File: config.mk
export PLATFORM = sky130hd
export DESIGN_NAME = uart_rx
export DESIGN_NICKNAME = d
export VERILOG_FILES = /design/src/rtl/uart_pkg.sv /design/src/rtl/uart_rx_sync_ff.sv /design/src/rtl/uart_rx.sv
export SDC_FILE = /design/constraint.sdc
export NUM_CORES = 1
export LEC_CHECK = 0
export CAP_MARGIN = 5
export CORE_ASPECT_RATIO = 0.75
export CORE_MARGIN = 2
export CORE_UTILIZATION = 37
export DETAILED_ROUTE_END_ITERATION = 10
export PLACE_DENSITY_LB_ADDON = 0.3
export SLEW_MARGIN = 30
export SYNTH_ARGS = -nofsm -noshare
export SYNTH_HDL_FRONTEND = slang
export SYNTH_SLANG_ARGS = --single-unit
export TNS_END_PERCENT = 30
File: constraint.sdc
create_clock -name clk -period 2.3 [get_ports clk]
set_clock_uncertainty 0.1 [all_clocks]
set_input_delay 0.23 -clock clk [delete_from_list [all_inputs] [get_ports clk]]
set_output_delay 0.23 -clock clk [all_outputs]
set_load 0.05 [all_outputs]
File: src/rtl/uart_pkg.sv
// Shared types and constants for the UART receive path.
// The parity option is selected per build with UART_RX_PARITY_EN.
package uart_pkg;

  localparam int UART_DATA_BITS            = 8;
  localparam int UART_CLKS_PER_BIT_DEFAULT = 868;

  typedef enum logic [2:0] {
    IDLE,
    START,
    DATA,
    PARITY,
    STOP,
    BREAK
  } uart_rx_state_t;

  // Value the parity bit must carry so the nine bits hold an even number of ones.
  function automatic logic even_parity(input logic [UART_DATA_BITS-1:0] d);
    return ^d;
  endfunction

endpackage

File: src/rtl/uart_rx_sync_ff.sv
// Multi-stage synchronizer for asynchronous single-bit inputs.
// It resets to 1 so that an idle-high line reads as idle from the first cycle.
module sync_ff #(
  parameter int STAGES = 2
) (
  input  logic clk_i,
  input  logic rst_i,
  input  logic d_i,
  output logic q_o
);

  logic [STAGES-1:0] sync_q;

  always_ff @(posedge clk_i) begin
    if (rst_i) begin
      sync_q <= '1;
    end else begin
      sync_q <= {sync_q[STAGES-2:0], d_i};
    end
  end

  assign q_o = sync_q[STAGES-1];

endmodule

File: src/rtl/uart_rx.sv
// UART receiver: 8N1 serial in, one-entry holding register with valid/ready out.
// Define UART_RX_PARITY_EN to expect an even-parity bit and add the parity_err port.
//
// Handshake: rx_data is held stable while rx_valid=1; a byte moves when
// rx_valid && rx_ready at a rising edge. rx_valid then drops unless a new byte
// lands in the same edge.
module uart_rx
  import uart_pkg::*;
#(
  parameter int CLKS_PER_BIT = UART_CLKS_PER_BIT_DEFAULT,
  parameter int SYNC_STAGES  = 2
) (
  input  logic                      clk,
  input  logic                      rst,
  input  logic                      rx,
  output logic [UART_DATA_BITS-1:0] rx_data,
  output logic                      rx_valid,
  input  logic                      rx_ready,
  output logic                      frame_err,
  output logic                      overrun,
`ifdef UART_RX_PARITY_EN
  output logic                      parity_err,
`endif
  output logic                      busy,
  output uart_rx_state_t            state_dbg
);

  localparam int CNT_W = $clog2(CLKS_PER_BIT);
  localparam logic [CNT_W-1:0] HALF_M1 = CNT_W'(CLKS_PER_BIT / 2 - 1);
  localparam logic [CNT_W-1:0] FULL_M1 = CNT_W'(CLKS_PER_BIT - 1);

`ifdef UART_RX_PARITY_EN
  localparam uart_rx_state_t AFTER_DATA = PARITY;
`else
  localparam uart_rx_state_t AFTER_DATA = STOP;
`endif

  logic                      rx_s;
  uart_rx_state_t            state_q;
  logic [CNT_W-1:0]          clk_cnt_q;
  logic [2:0]                bit_idx_q;
  logic [UART_DATA_BITS-1:0] shift_q;
  logic [UART_DATA_BITS-1:0] rx_data_q;
  logic                      rx_valid_q;
  logic                      frame_err_q;
  logic                      overrun_q;
  logic                      half_tick_d;
  logic                      bit_tick_d;
  logic                      accept_room_d;
`ifdef UART_RX_PARITY_EN
  logic                      parity_bit_q;
  logic                      parity_err_q;
`endif

  sync_ff #(
    .STAGES(SYNC_STAGES)
  ) u_sync (
    .clk_i(clk),
    .rst_i(rst),
    .d_i  (rx),
    .q_o  (rx_s)
  );

  assign half_tick_d   = (clk_cnt_q == HALF_M1);
  assign bit_tick_d    = (clk_cnt_q == FULL_M1);
  // The holding register can take a byte if empty or being drained this cycle.
  assign accept_room_d = !rx_valid_q || rx_ready;

  always_ff @(posedge clk) begin
    if (rst) begin
      state_q     <= IDLE;
      clk_cnt_q   <= '0;
      bit_idx_q   <= '0;
      shift_q     <= '0;
      rx_data_q   <= '0;
      rx_valid_q  <= 1'b0;
      frame_err_q <= 1'b0;
      overrun_q   <= 1'b0;
`ifdef UART_RX_PARITY_EN
      parity_bit_q <= 1'b0;
      parity_err_q <= 1'b0;
`endif
    end else begin
      frame_err_q <= 1'b0;
      overrun_q   <= 1'b0;
`ifdef UART_RX_PARITY_EN
      parity_err_q <= 1'b0;
`endif
      if (rx_valid_q && rx_ready) begin
        rx_valid_q <= 1'b0;
      end

      case (state_q)
        IDLE: begin
          clk_cnt_q <= '0;
          if (!rx_s) begin
            state_q <= START;
          end
        end

        START: begin
          if (half_tick_d) begin
            clk_cnt_q <= '0;
            bit_idx_q <= '0;
            state_q   <= rx_s ? IDLE : DATA;
          end else begin
            clk_cnt_q <= clk_cnt_q + 1'b1;
          end
        end

        DATA: begin
          if (bit_tick_d) begin
            clk_cnt_q <= '0;
            shift_q   <= {rx_s, shift_q[UART_DATA_BITS-1:1]};
            if (bit_idx_q == 3'd7) begin
              state_q <= AFTER_DATA;
            end else begin
              bit_idx_q <= bit_idx_q + 1'b1;
            end
          end else begin
            clk_cnt_q <= clk_cnt_q + 1'b1;
          end
        end

`ifdef UART_RX_PARITY_EN
        PARITY: begin
          if (bit_tick_d) begin
            clk_cnt_q    <= '0;
            parity_bit_q <= rx_s;
            state_q      <= STOP;
          end else begin
            clk_cnt_q <= clk_cnt_q + 1'b1;
          end
        end
`endif

        STOP: begin
          if (bit_tick_d) begin
            clk_cnt_q <= '0;
`ifdef UART_RX_PARITY_EN
            parity_err_q <= (even_parity(shift_q) != parity_bit_q);
`endif
            if (rx_s) begin
              state_q <= IDLE;
              if (accept_room_d) begin
                rx_data_q  <= shift_q;
                rx_valid_q <= 1'b1;
              end else begin
                overrun_q <= 1'b1;
              end
            end else begin
              frame_err_q <= 1'b1;
              state_q     <= BREAK;
            end
          end else begin
            clk_cnt_q <= clk_cnt_q + 1'b1;
          end
        end

        BREAK: begin
          clk_cnt_q <= '0;
          if (rx_s) begin
            state_q <= IDLE;
          end
        end

        default: begin
          state_q   <= IDLE;
          clk_cnt_q <= '0;
        end
      endcase
    end
  end

  assign rx_data   = rx_data_q;
  assign rx_valid  = rx_valid_q;
  assign frame_err = frame_err_q;
  assign overrun   = overrun_q;
`ifdef UART_RX_PARITY_EN
  assign parity_err = parity_err_q;
`endif
  assign busy      = (state_q != IDLE);
  assign state_dbg = state_q;

endmodule

Word-level counts from Yosys, hierarchy flattened
Cells that the tools add are included.
{"block": "word_totals", "reg_bits": 37, "in_bits": 4, "out_inout_bits": 15}
{"block": "op_classes", "addsub": 2, "eq_ne": 14, "mux": 23, "n_bitwise": 3, "reduce_logical": 13}
{"op": "$mux 3", "n": 10}
{"op": "$mux 10", "n": 2}
{"op": "$pmux 10 s2", "n": 1}
{"op": "$pmux 3 s5", "n": 1}
{"op": "$ne 2x2->1 const B", "n": 6}
{"op": "$add 10x1->10 const B", "n": 1}
{"op": "$eq 10x10->1 const B", "n": 1}
{"op": "$eq 10x9->1 const B", "n": 1}
{"op": "$eq 3x3->1 const B", "n": 3}
{"op": "$reduce_and 4->1", "n": 2}
{"op": "$mux 1", "n": 7}
{"op": "$pmux 3 s2", "n": 1}
{"op": "$reduce_and 6->1", "n": 1}
{"op": "$reduce_or 4->1", "n": 1}
{"op": "$add 3x1->3 const B", "n": 1}
{"op": "$eq 3x1->1 const B", "n": 1}
{"op": "$eq 3x2->1 const B", "n": 1}
{"op": "$logic_not 3->1", "n": 1}
{"op": "$not 1->1", "n": 3}
{"op": "$reduce_bool 3->1", "n": 1}
{"op": "$reduce_or 3->1", "n": 1}
{"op": "$mux 2", "n": 1}
{"op": "$ne 2x1->1 const B", "n": 1}
{"op": "$reduce_and 2->1", "n": 1}
{"op": "other kinds (5)", "n": 5}

Logic depth before layout (Yosys ltp)
{"block": "depth", "word_depth": 6, "mapped_depth": 8, "depth_no_buf": 7}

Cells and area by module
Synthesis repeated with hierarchy kept, for this count alone.
{"block": "hier_totals", "cells_unflattened": 169, "area_unflattened_um2": 1625.3}
{"mod": "uart_rx", "n_inst": 1, "cells_each": 165, "area_per_inst_um2": 1572.8, "seq_area_each_um2": 700.7}
{"mod": "sync_ff", "n_inst": 1, "cells_each": 4, "area_per_inst_um2": 52.6, "seq_area_each_um2": 40.0}

Worst setup path after synthesis
OpenSTA, ideal clock, no wires.
{"block": "synth_timing", "kind": "flip-flop to flip-flop", "from": "register state_q[0], in the netlist state_dbg[0]", "to": "register state_q[0], in the netlist state_dbg[0]", "setup_time_ps": 121, "arrival_time_ps": 1857, "setup_slack_ps": 222, "path_stages_with_launch": 7, "n_path_buf": 1, "synth_period_minus_slack_ps": 2078, "path_cell_list": "dfxtp_1 -> buf_6 -> inv_1 -> or3_1 -> o32a_4 -> nand3_2 -> mux2_4"}
{"block": "synth_between", "elab_chain_cells": 3}
{"element": "start, declared", "line": "uart_rx.sv:39", "text": "uart_rx_state_t state_q;"}
{"element": "start signal, assigned", "line": "uart_rx.sv:105", "text": "state_q <= rx_s ? IDLE : DATA;"}
{"element": "$eq 3x3->1 (tied with other cells)", "line": "uart_rx.sv:93", "text": "case (state_q)"}
{"element": "$ne 2x1->1 (no line) / $ne 2x2->1 (equally long branches)"}
{"element": "$reduce_and 6->1 (no line)"}
Parallel ways exist; a longest one is shown, timed or not.
A chain may end at the register's enable or synchronous reset.

Worst setup path in the final report
{"block": "layout_timing", "from": "register state_q[1], in the netlist state_dbg[1]", "to": "output port busy"}
{"block": "layout_between", "elab_chain_cells": 1}
{"element": "$reduce_bool 3->1", "line": "uart_rx.sv:182", "text": "assign busy = (state_q != IDLE);"}
{"element": "end, declared", "line": "uart_rx.sv:24", "text": "output logic busy,"}
No other way between the ends.

==> key figures <==
Die
  – Core ar.: 4470 um2
  – Ports: 19
  – Area of the die: 5240 um2
  – Initial Utilization: 0.387
  – Die span in x: around 83 um
  – Num rows: 21
  – Die H: 63.2 um

Timing
  – Final worst slack: between 100 and 150 ps
  – Slew headroom: 0.634
  – Unrepaired setup endpoints after global routing: false
  – Setup violators final: 0
  – Fmax: 461 MHz
  – Least-Margin Pin Slew: roughly 540 ps
  – Max-slew violations: 0
  – Final hold viol count: 0
  – Setup TNS: 0 ps
  – Min Tclk post-route: between 2000 and 2500 ps
  – Final period util: 0.944

Critical path
  – CP Launch Type: register
  – Crit Path Class: register to output port
  – Crit-path max FO: 12
  – CP arrival: 1840 ps
  – Worst setup EP type: output port
  – Critical path data required time: 1970 ps

Synthesis
  – Synth area leader: dfxtp_1
  – Number of synthesis warnings: 0
  – Top_reg_cell synth: dfxtp_1
  – Post-synth ARST share: 0
  – Library cells used by synthesis: 42
  – Syn nets: 176
  – Yosys reg bits: 37
  – Most common cell in the netlist: dfxtp_1
  – Gate Count Post-Synth: 168
  – Mean Syn Cell Area: ~10 um2
  – Netlist Area Pre-Place: 1730 um2
  – Top post-synthesis cells by count: 37 x dfxtp_1, 22 x nor2_1, 18 x mux2i_1
  – Register area share after synthesis: 0.429
  – Area contributors post-synth: dfxtp_1 43%, mux2i_1 10%, nor2_1 4.8%
  – Top cell type's share of synthesized area: 0.429
  – EDFF count, synth: 0

Routing
  – DR vias: 1238
  – Vias/cell: 5.03
  – Detailed-router iteration count before antenna repair: 4
  – Final WL: 3160 um
  – DRC: 0
  – DR iter-0 viols: 35
  – Antenna-violating nets left: 0
  – WL/cell: roughly 13 um

GRT
  – Number of global-route vias before repair: 1136
  – GRT Util Overall: 0.130
  – Gr ovfl total: 0
  – Largest net degree at the start of global routing: 20
  – First-pass GRT wire length: 5440 um
  – Initial antenna violation count: 0

Power
  – P_leak: 0.729 nW
  – Cell Pwr Density: 658 nW/um2
  – Power, Total: 0.00134 W
  – Max rail drop VDD: around 0.00036 V

CTS
  – Hold Buf Count CTS: 0
  – Clk_lat worst skew: 290 ps
  – Setup Buffers After CTS: 0
  – Sink count of the clock tree: 37
  – CTS root buf: clkbuf_8
  – Clock buffer count from CTS: 5
  – H-tree lvl count: 2
  – Clock Pin Slew Worst Setup and Hold Paths: 70 ps
  – Bufs on Longest Clock Path: 2
  – CTS tree: built
  – Quantity of gates resized following cts: 0

Run
  – Max_cap viols: 0

Hold path
  – Tightest Hold Check Type: register to register

Finish
  – N_diodes: 0
  – Area Growth Syn to Fin: 17.7%
  – Finished Layout Cells: 246
  – Fin nets: 196
  – Layout cell share with drive strength beyond 1: 0.201
  – Design Area, Final: 2030 um2

Placement
  – Cells after DPL: ~240
  – Dpl ws: roughly 290 ps
  – Post-place instance area: about 2000 um2
  – IO Port Bufs: 18
  – Gpl congestion: roughly 0.85
  – DPL Wire Length: 2290 um

Outcome
  – Status: finished, final reports clean
[per-stage QoR]
stage / hold slack [ps] / util
CTS: 314 / 0.455
finish: 312 / 0.455
detailed placement: 297 / 0.436
floorplan: 234 / -
global route: 338 / 0.455
global placement: 300 / 0.436
[cells in the final DEF, fill, tap and decap left out, types with 5 or more instances in the layout]
| cell type | count |
|---|---|
| nor2_1 | 22 |
| nor2_2 | 10 |
| clkdlybuf4s50_1 | 18 |
| clkbuf_8 | 5 |
| nor3_1 | 6 |
| mux2i_1 | 18 |
| nand2_1 | 8 |
| dfxtp_1 | 37 |
| xnor2_1 | 7 |
[state kept, by name, indices dropped and copies added (netlist names)]
signal	cells
bit_idx_q	3
clk_cnt_q	10
frame_err	1
overrun	1
rx_data	8
rx_valid	1
shift_q	8
state_dbg	3
u_sync.sync_q	2
[worst paths after layout]
| path | start | to | cells after the start | slack, ps |
|---|---|---|---|---|
| min | u_sync.sync_q[0]$_SDFF_PP1_ | u_sync.sync_q[1]$_SDFF_PP1_ | 1 | 310 |
| max | state_dbg[1]$_SDFFE_PP0P_ | busy | 2 | 130 |
| min reg2reg | u_sync.sync_q[0]$_SDFF_PP1_ | u_sync.sync_q[1]$_SDFF_PP1_ | 1 | 310 |
| max reg2reg | clk_cnt_q[0]$_SDFF_PP0_ | clk_cnt_q[4]$_SDFF_PP0_ | 7 | 280 |
[critical path, cell delays in order (launching register included)]
cell             delay (ps)
dfxtp_1                 420
or3_1                   420
clkdlybuf4s50_1         710
[final cells by class]
cell class	instances	area [um2]
Fill cell	428	2430
Sequential cell	37	741
Multi-Input combinational cell	120	921
Tap cell	57	71.3
Inverter	3	11.3
Clock buffer	5	68.8
Clock inverter	3	17.5
Timing Repair Buffer	21	203
[layer usage]
metal | share of wire | routed length [um] | GRT usage
met5 | 0 | 0 | 0
met4 | 0.020 | 62 | 0.0656
met3 | 0.051 | 160 | 0.0459
met2 | 0.42 | 1330 | 0.181
met1 | 0.51 | 1600 | 0.177
[power breakdown]
part           total (W)  switching [W]  internal (W)  leakage [nW]
Sequential      0.000685      0.0000278      0.000658         0.299
Clock           0.000447       0.000238      0.000209        0.0439
Combinational   0.000206       0.000121     0.0000852         0.386
Total            0.00134       0.000387      0.000952         0.729
[cells by family (layout without fill, tap and decap cells)]
group | after synthesis | after routing | share of synthesized area
AND/OR/NAND/NOR | 75 | 75 | 0.269
flip-flops | 37 | 37 | 0.429
multiplexers | 20 | 20 | 0.119
AO/OA/AOI/OAI | 11 | 11 | 0.0644
buffers and inverters | 11 | 32 | 0.0384
XOR/XNOR | 10 | 10 | 0.0507
adder cells (fa/ha/maj) | 4 | 4 | 0.0290
(Power assumes the default switching activity.)
